**config.mk**
```make
export PLATFORM = sky130hd
export DESIGN_NAME = ram_arbiter
export DESIGN_NICKNAME = d
export VERILOG_FILES = /design/src/rtl/ram_arbiter.sv
export SDC_FILE = /design/constraint.sdc
export NUM_CORES = 1
export LEC_CHECK = 0
export BUFFER_PORTS_ARGS = -buffer_cell sky130_fd_sc_hd__buf_2
export CAP_MARGIN = 30
export CORE_AREA = 2 2 233 235
export DETAILED_ROUTE_END_ITERATION = 8
export DIE_AREA = 0 0 235 237
export SYNTH_ARGS = -nofsm -noshare
export SYNTH_HDL_FRONTEND = slang
export SYNTH_SLANG_ARGS = --single-unit
```
**constraint.sdc**
```tcl
create_clock -name clk -period 6.6 [get_ports clk]
set_input_delay 1.32 -clock clk [delete_from_list [all_inputs] [get_ports clk]]
set_output_delay 1.32 -clock clk [all_outputs]
set_load 0.05 [all_outputs]
```
**src/rtl/ram_arbiter.sv**
```systemverilog
// Two-port RAM arbiter: a CPU port and a loader (test) port share a single RAM.
// Each transaction is a SETUP cycle, WAIT_CYCLES ACCESS cycles and a DONE cycle
// in which the granted port sees a one-cycle ack.
// Ports:
//   clk, reset_n         clock, asynchronous active-low reset
//   test_en              loader mode: loader has absolute priority, CPU is locked out
//   cpu_* / ld_*         requester ports (req, we, addr, wdata in; ack, rdata out)
//   ram_cs/we/oe         RAM strobes
//   ram_addr/ram_wdata   latched transaction address and write data
//   ram_wdata_en         tristate enable for the parent's bidirectional data bus
//   ram_rdata            RAM read data
//   busy                 high whenever a transaction is in flight
module ram_arbiter #(
    parameter int unsigned ADDR_W      = 64,
    parameter int unsigned DATA_W      = 64,
    parameter int unsigned WAIT_CYCLES = 1
) (
    input  logic              clk,
    input  logic              reset_n,
    input  logic              test_en,
    input  logic              cpu_req,
    input  logic              cpu_we,
    input  logic [ADDR_W-1:0] cpu_addr,
    input  logic [DATA_W-1:0] cpu_wdata,
    output logic              cpu_ack,
    output logic [DATA_W-1:0] cpu_rdata,
    input  logic              ld_req,
    input  logic              ld_we,
    input  logic [ADDR_W-1:0] ld_addr,
    input  logic [DATA_W-1:0] ld_wdata,
    output logic              ld_ack,
    output logic [DATA_W-1:0] ld_rdata,
    output logic              ram_cs,
    output logic              ram_we,
    output logic              ram_oe,
    output logic [ADDR_W-1:0] ram_addr,
    output logic [DATA_W-1:0] ram_wdata,
    output logic              ram_wdata_en,
    input  logic [DATA_W-1:0] ram_rdata,
    output logic              busy
);

    localparam int unsigned          CNT_W    = 4;
    localparam logic [CNT_W-1:0]     CNT_LAST = CNT_W'(WAIT_CYCLES - 1);
    localparam logic                 PORT_CPU = 1'b0;
    localparam logic                 PORT_LD  = 1'b1;

    typedef enum logic [1:0] {IDLE, SETUP, ACCESS, DONE} state_t;

    state_t             state_q, state_d;
    logic [CNT_W-1:0]   cnt_q, cnt_d;
    logic               grant_q, grant_d;
    logic               last_q, last_d;
    logic               we_q, we_d;
    logic [ADDR_W-1:0]  addr_d;
    logic [DATA_W-1:0]  wdata_d;
    logic               cs_d, ram_we_d, oe_d, cpu_ack_d, ld_ack_d, busy_d;
    logic               cpu_cap, ld_cap;
    logic               cpu_elig, ld_win, cpu_win;

    // Arbitration, next state and next-cycle output values.
    always_comb begin
        cpu_elig = cpu_req & ~test_en;
        // On a tie the port not granted last wins.
        ld_win   = ld_req & (~cpu_elig | (last_q == PORT_CPU));
        cpu_win  = cpu_elig & ~ld_win;

        state_d  = state_q;
        cnt_d    = cnt_q;
        grant_d  = grant_q;
        last_d   = last_q;
        we_d     = we_q;
        addr_d   = ram_addr;
        wdata_d  = ram_wdata;
        cpu_cap  = 1'b0;
        ld_cap   = 1'b0;

        case (state_q)
            IDLE: begin
                if (ld_win | cpu_win) begin
                    state_d = SETUP;
                    grant_d = ld_win ? PORT_LD : PORT_CPU;
                    last_d  = ld_win ? PORT_LD : PORT_CPU;
                    we_d    = ld_win ? ld_we    : cpu_we;
                    addr_d  = ld_win ? ld_addr  : cpu_addr;
                    wdata_d = ld_win ? ld_wdata : cpu_wdata;
                end
            end
            SETUP: begin
                state_d = ACCESS;
                cnt_d   = '0;
            end
            ACCESS: begin
                if (cnt_q == CNT_LAST) begin
                    state_d = DONE;
                    cpu_cap = ~we_q & (grant_q == PORT_CPU);
                    ld_cap  = ~we_q & (grant_q == PORT_LD);
                end else begin
                    cnt_d = cnt_q + 4'd1;
                end
            end
            DONE: begin
                state_d = IDLE;
                cnt_d   = '0;
            end
            default: state_d = IDLE;
        endcase

        // Outputs are registered, so they are derived from the state being entered.
        cs_d      = (state_d == SETUP) | (state_d == ACCESS);
        ram_we_d  = (state_d == ACCESS) & we_d;
        oe_d      = (state_d == ACCESS) & ~we_d;
        cpu_ack_d = (state_d == DONE) & (grant_d == PORT_CPU);
        ld_ack_d  = (state_d == DONE) & (grant_d == PORT_LD);
        busy_d    = (state_d != IDLE);
    end

    // State and output registers; reset clears strobes without waiting for clk.
    always_ff @(posedge clk or negedge reset_n) begin
        if (!reset_n) begin
            state_q      <= IDLE;
            cnt_q        <= '0;
            grant_q      <= PORT_CPU;
            last_q       <= PORT_LD;
            we_q         <= 1'b0;
            ram_addr     <= '0;
            ram_wdata    <= '0;
            ram_cs       <= 1'b0;
            ram_we       <= 1'b0;
            ram_oe       <= 1'b0;
            ram_wdata_en <= 1'b0;
            cpu_ack      <= 1'b0;
            ld_ack       <= 1'b0;
            busy         <= 1'b0;
            cpu_rdata    <= '0;
            ld_rdata     <= '0;
        end else begin
            state_q      <= state_d;
            cnt_q        <= cnt_d;
            grant_q      <= grant_d;
            last_q       <= last_d;
            we_q         <= we_d;
            ram_addr     <= addr_d;
            ram_wdata    <= wdata_d;
            ram_cs       <= cs_d;
            ram_we       <= ram_we_d;
            ram_oe       <= oe_d;
            ram_wdata_en <= ram_we_d;
            cpu_ack      <= cpu_ack_d;
            ld_ack       <= ld_ack_d;
            busy         <= busy_d;
            if (cpu_cap) cpu_rdata <= ram_rdata;
            if (ld_cap)  ld_rdata  <= ram_rdata;
        end
    end

endmodule

```
==> metrics.txt, run 1 <==
status=complete, no violations; CTS max path bufs=3; HPWL after DPL=28100 µm; warnings from Yosys=0; Cell Chain, Critical Path=buf_2 -> nand3b_1 -> nand2_4 -> buf_4 -> nand2_1 -> a31oi_1; crit path DAT=about 3.4 ns; RSZ-0062 raised after global routing=no; area share of the largest cell type after synthesis=0.600; Skew-Pair Late Insertion Delay=approximately 0.55 ns; 1st-iter DRT viols=~330; Max-cap violations=0; Setup Skew=around 0.012 ns; Hold-fix buffers, CTS=0; crit path to=ram_wdata[46]; CTS Root Cell=clkbuf_16; Mapped Area=~11000 µm²; leading area contributor after synthesis=dfrtp_1; Seq pwr share=0.286; Synth Net Count=~1.4k; flop2flop setup slack=3.83 ns; fmax=between 0.3 and 0.4 GHz; TritonCTS clock tree=built; Die ar.=55700 µm²; clock power share=0.176; Slew Limit Headroom=0.344; IR Drop Worst-Case VDD=~0.31 mV; Period Utilization, post-route=0.441; via count=a little under 10k; Fillers=5557; largest net degree at the start of global routing=about 160; post-route ant nets=0; HP Start=cpu_rdata[17]; worst setup margin=between 3 and 4 ns; EDFF count, synth=0; Worst Path Max Fanout=70; Mean Syn Cell Area=10.8 µm²; Final min period=2.91 ns; Synth area leaders=dfrtp_1 60%, mux2_2 12%, nand2_1 8.7%, a31oi_1 7.3%, nor2_1 4.4%; FP Rows=85; Worst Setup Path Type=input pin to register; residual DRC count=0; worst slew pin tran=0.985 ns; Seq cells post-synth=~270; Worst path slowest cell=nand2_4; drt total wl=37100 µm; die width=approximately 240 µm; Psw=between 5 and 6 mW; Async SR Flop Fraction=1.00; vias in the first global route=just under 10k; pre-CTS setup slack=between 3 and 4 ns; crit path launch type=input pin; Synth Flop Type=dfrtp_1; Sw Ratio=0.515; setup bufs post-CTS=0; layout cells sized above 1=0.483; R2R depth=6; CTS buffer count=29; Comb power frac=0.538; DRT Pass-1 Iters=4; P_int=roughly 5 mW; Global Route Usage Sum=0.127; CP max stage delay=~0.64 ns; max-slew violation count=0; post-CTS resize count=0; Finish-stage setup viols=0; CP startpoint=test_en; Post-synth top cells=270 x dfrtp_1, 262 x nand2_1, 133 x nor2_1; I/O Buffers=about 590; DR WL/cell=about 16 µm; core area=53300 µm²; H-tree depth=1; total grt overflow=0; Initial Utilization=0.211; Setup TNS=0 ns; crit end category=register; most common cell in the synthesized netlist=dfrtp_1; Power Density=652 nW/µm²; Final Hold Viols=0; Vias/cell=4.20; CP Data Required Time=7.07 ns; clock sink count=271; cells after synthesis=1041; Die H=about 240 µm; number of distinct library cells after synthesis=32; leakage=around 7.6 nW; Clk pin slew, worst setup/hold paths=about 0.06 ns; NumNets Final=approximately 1.9k; FF-to-FF End=cpu_rdata[53]; initial antenna violation count=2; # IOs=590; Layout area overhead=41.5%; first-pass GRT wire length=56300 µm; RD Place Congestion=0.859; register area share after synthesis=0.603; worst r2r src=state_q[0]; Worst Hold Class=register to register
-- layout make-up --
class,instances,area (µm²),area share
Sequential cell,271,6780,0.426
Antenna cell,1,2.50,0.000157
Tap cell,696,871,0.0547
Clock inverter,14,245,0.0154
Timing Repair Buffer,600,3070,0.192
Clock buffer,39,843,0.0530
Inverter,8,30.0,0.00189
Multi-Input combinational cell,692,4090,0.257
-- worst min-delay path by stage --
stage                               end  slack, ns  cells past startpoint
after floorplan                  last_q       0.48                      2
after global placement    cpu_rdata[20]       0.46                      1
after detailed placement  cpu_rdata[17]       0.48                      1
after CTS                 cpu_rdata[17]       0.49                      1
after global routing       cpu_rdata[8]       0.51                      1
final                     cpu_rdata[17]       0.49                      1
-- kinds of logic after synthesis --
logic type,share of synthesized area
XOR/XNOR,0.000778
adder cells (fa/ha/maj),0.0100
buffers and inverters,0.0358
AND/OR/NAND/NOR,0.143
multiplexers,0.129
flip-flops,0.603
AO/OA/AOI/OAI,0.0789
-- worst max-delay path, delay by kind of cell --
kind,cells,cell delay [ns]
buf+inv,2,0.75
compound gates,1,0.20
simple gates,3,0.98
-- state kept, by name, indices dropped and copies added, names as in the netlist --
| signal | cells |
|---|---|
| grant_q | 1 |
| cpu_ack | 1 |
| ram_wdata | 64 |
| we_q | 1 |
| ram_cs | 1 |
| cpu_rdata | 64 |
| last_q | 1 |
| ld_ack | 1 |
| ram_addr | 64 |
| cnt_q | 4 |
| ld_rdata | 64 |
| ram_oe | 1 |
| busy | 1 |
| state_q | 2 |
| ram_wdata_en | 1 |
-- power by group through the flow --
stage	combinational, mW	clock (mW)	sequential (mW)
global route	5.87	1.95	3.07
detailed placement	5.65	0	3.00
global placement	5.58	0	2.96
finish	5.59	1.83	2.97
CTS	5.64	1.89	2.98
floorplan	1.34	0	5.79
-- cell usage in the layout (no fill, tap or decap), drive strengths merged, types with 2 or more instances in the layout --
cell    netlist  final
clkinv        0      7
nor3          3      3
clkbuf       35     39
or2           2      2
nor3b         2      2
and2          2      2
nand2       263    263
buf          35    600
a21oi         4      4
o21ai         5      5
ha            9      9
dfrtp       270    270
a31oi       131    131
mux2        128    128
inv           8      8
bufinv        0      7
nor2        133    133
-- through the flow --
step           instance area (µm²)  power, mW  utilization  hold slack [ns]  instances
6_report                     15900       10.4        0.299            0.489       2321
5_1_grt                      15900       10.9        0.299            0.512       2321
4_1_cts                      15900       10.5        0.299            0.492       2320
3_5_place_dp                 14800       8.65        0.278            0.478       2267
3_3_place_gp                 14800       8.55        0.278            0.464       2267
2_1_floorplan                11300       7.13            -            0.483       1041
-- routing by layer --
metal	routed length, µm	vias up	share of wire	global-route usage
li1	-	4640	-	-
met1	15100	4610	0.41	0.154
met2	17800	444	0.48	0.217
met3	3060	56	0.082	0.0340
met4	1140	0	0.031	0.0456
met5	0	-	0	0
No activity file was read; power rests on OpenSTA's default activity.
==> run 2: changes to the inputs <==
Settings changed: CORE_AREA 2 2 233 235 to 2 2 226 228, DIE_AREA 0 0 235 237 to 0 0 228 230.
Clock period 6.6 ns to 2.6 ns, I/O delays scaled along.
==> metrics.txt, run 2 (synthesized netlist as in run 1, its figures left out) <==
crit path launch type=register; fmax=about 0.42 GHz; # IOs=590 (unchanged); Worst Hold Class=input pin to register; residual DRC count=0 (unchanged); Worst Setup Path Type=register to register; leakage=7.74 nW (+1.3%); status=complete, no violations; CTS buffer count=30 (+3.4%); H-tree depth=1 (unchanged); I/O Buffers=589 (unchanged); Setup TNS=0 ns (unchanged); WP buf/inv=2 (unchanged); multi-input logic area=4090 µm² (about the same); DRT met1 WL=15000 µm (-0.88%); crit end category=register; Clk pin slew, worst setup/hold paths=0.07 ns (about the same); Die ar.=52400 µm² (-5.8%); Final Hold Viols=0 (unchanged); Initial Utilization=0.226 (+0.0145); largest net degree at the start of global routing=104 (-35%); worst setup margin=0.238 ns (-3.45 ns); Period Utilization, post-route=0.909; Cell Chain, Critical Path=inv_1 -> ha_2 -> nand4bb_4 -> or2_2 -> a31oi_1 -> inv_1 -> ha_1 -> nor3b_1 -> a31o_2; CP max stage delay=0.40 ns (-0.24 ns); placed cell areas=15100 µm² (+1.9%); Vias/cell=4.29 (+2.1%); RD Place Congestion=0.856 (-0.33%); CTS Root Cell=clkbuf_16; initial antenna violation count=3 (+1); die width=228 µm (-3.0%); most frequent cells in the layout=588 x buf_2, 270 x dfrtp_1, 261 x nand2_1; CP most frequent cell=inv_1; register area=6780 µm² (unchanged); Power Density=1620 nW/µm² (+150%); clock sink count=271 (unchanged); RSZ-0062 raised after global routing=no; HPWL after DPL=28700 µm (+2.3%); Worst path slowest cell=dfrtp_1; routed wire length on met3=2850 µm (-6.8%); Util after Layout=0.323 (+0.0241); CTS max path bufs=3 (unchanged); DR WL/cell=15.9 µm (-0.54%); CP Data Required Time=3.04 ns (-4.03 ns); Layout area overhead=43.1%; uppermost layer routed=met5; Worst path top cell family by delay=simple AND/OR/NAND/NOR gates; commonest non-fill, non-tap cell in the layout=buf_2; Slew Limit Headroom=0.558 (+0.214); Die H=230 µm (-3.0%); pre-CTS setup slack=0.245 ns (-2.88 ns); core area=49900 µm² (-6.4%); WHS=0.187 ns (-0.302 ns); FP Rows=82 (-3.5%); setup bufs post-CTS=0 (unchanged); 1st-iter DRT viols=356 (+8.2%); drt total wl=37100 µm (-0.19%); DRT Pass-1 Iters=4 (unchanged); total grt overflow=0 (unchanged); TritonCTS clock tree=built; Setup Skew=0.0145 ns (+0.00250 ns); Fillers=5190 (-6.6%); final instance area=16100 µm² (+1.1%); vias in the first global route=10.3k (+5.2%); first-pass GRT wire length=57300 µm (+1.9%); Finish-stage setup viols=0 (unchanged); layout cells sized above 1=0.492 (+0.00939); crit path DAT=2.80 ns (-0.58 ns); PnR Total Power=26.0 mW (+150%); via count=9991 (+2.5%); met2 routed WL=18200 µm (+2.3%); Worst Path Max Fanout=6 (-91%); Skew-Pair Late Insertion Delay=0.56 ns (about the same); NumNets Final=1968 (+1.5%); Cell Count, Final, Fillers Out=2329 (+0.34%); Placed Instances=2271 (+0.18%); Global Route Usage Sum=0.136 (+0.00918); worst slew pin tran=0.664 ns (-0.321 ns); post-route ant nets=0 (unchanged); Final min period=2.36 ns; IR Drop Worst-Case VDD=0.637 mV (+100%); max-slew violation count=0 (unchanged); Max-cap violations=0 (unchanged)
[run 2: final timing paths]
check	slack, ns	depth (start not counted)	start	endpoint
min in group asynchronous	0.56	2	reset_n	ld_rdata[7]
worst max-delay path	0.24	9	state_q[0]	ram_oe
worst min-delay path	0.19	2	ram_rdata[20]	cpu_rdata[20]
max in group asynchronous	1.26	3	reset_n	cnt_q[1]
worst max register to register	0.24	9	state_q[0]	ram_oe
worst min register to register	0.49	1	cpu_rdata[18]	cpu_rdata[18]
[run 2: cell type report]
type	count	share of cell area
sequential	271	0.421
multi-input combinational	692	0.254
timing repair buffer	629	0.210
tap	672	0.0522
clock buffer	37	0.0514
clock inverter	19	0.00924
inverter	8	0.00186
antenna	1	0.000155
[run 2: timing repair]
item	CTS	global route
hold buffers	1	0
endpoints found under the setup margin	0	1
hold endpoints to repair	58	0
gates resized for setup	0	1
[run 2: layer usage]
metal,GRT usage,up-vias
met2,0.238,441
met4,0.0455,2
li1,-,4725
met1,0.162,4760
met5,0,-
met3,0.0365,63
[run 2: report_power, final]
part | switching, mW | total [mW] | internal (mW)
Combinational | 10.7 | 14.3 | 3.63
Sequential | 1.19 | 7.57 | 6.37
Clock | 1.78 | 4.15 | 2.37
Total | 13.6 | 26.0 | 12.4
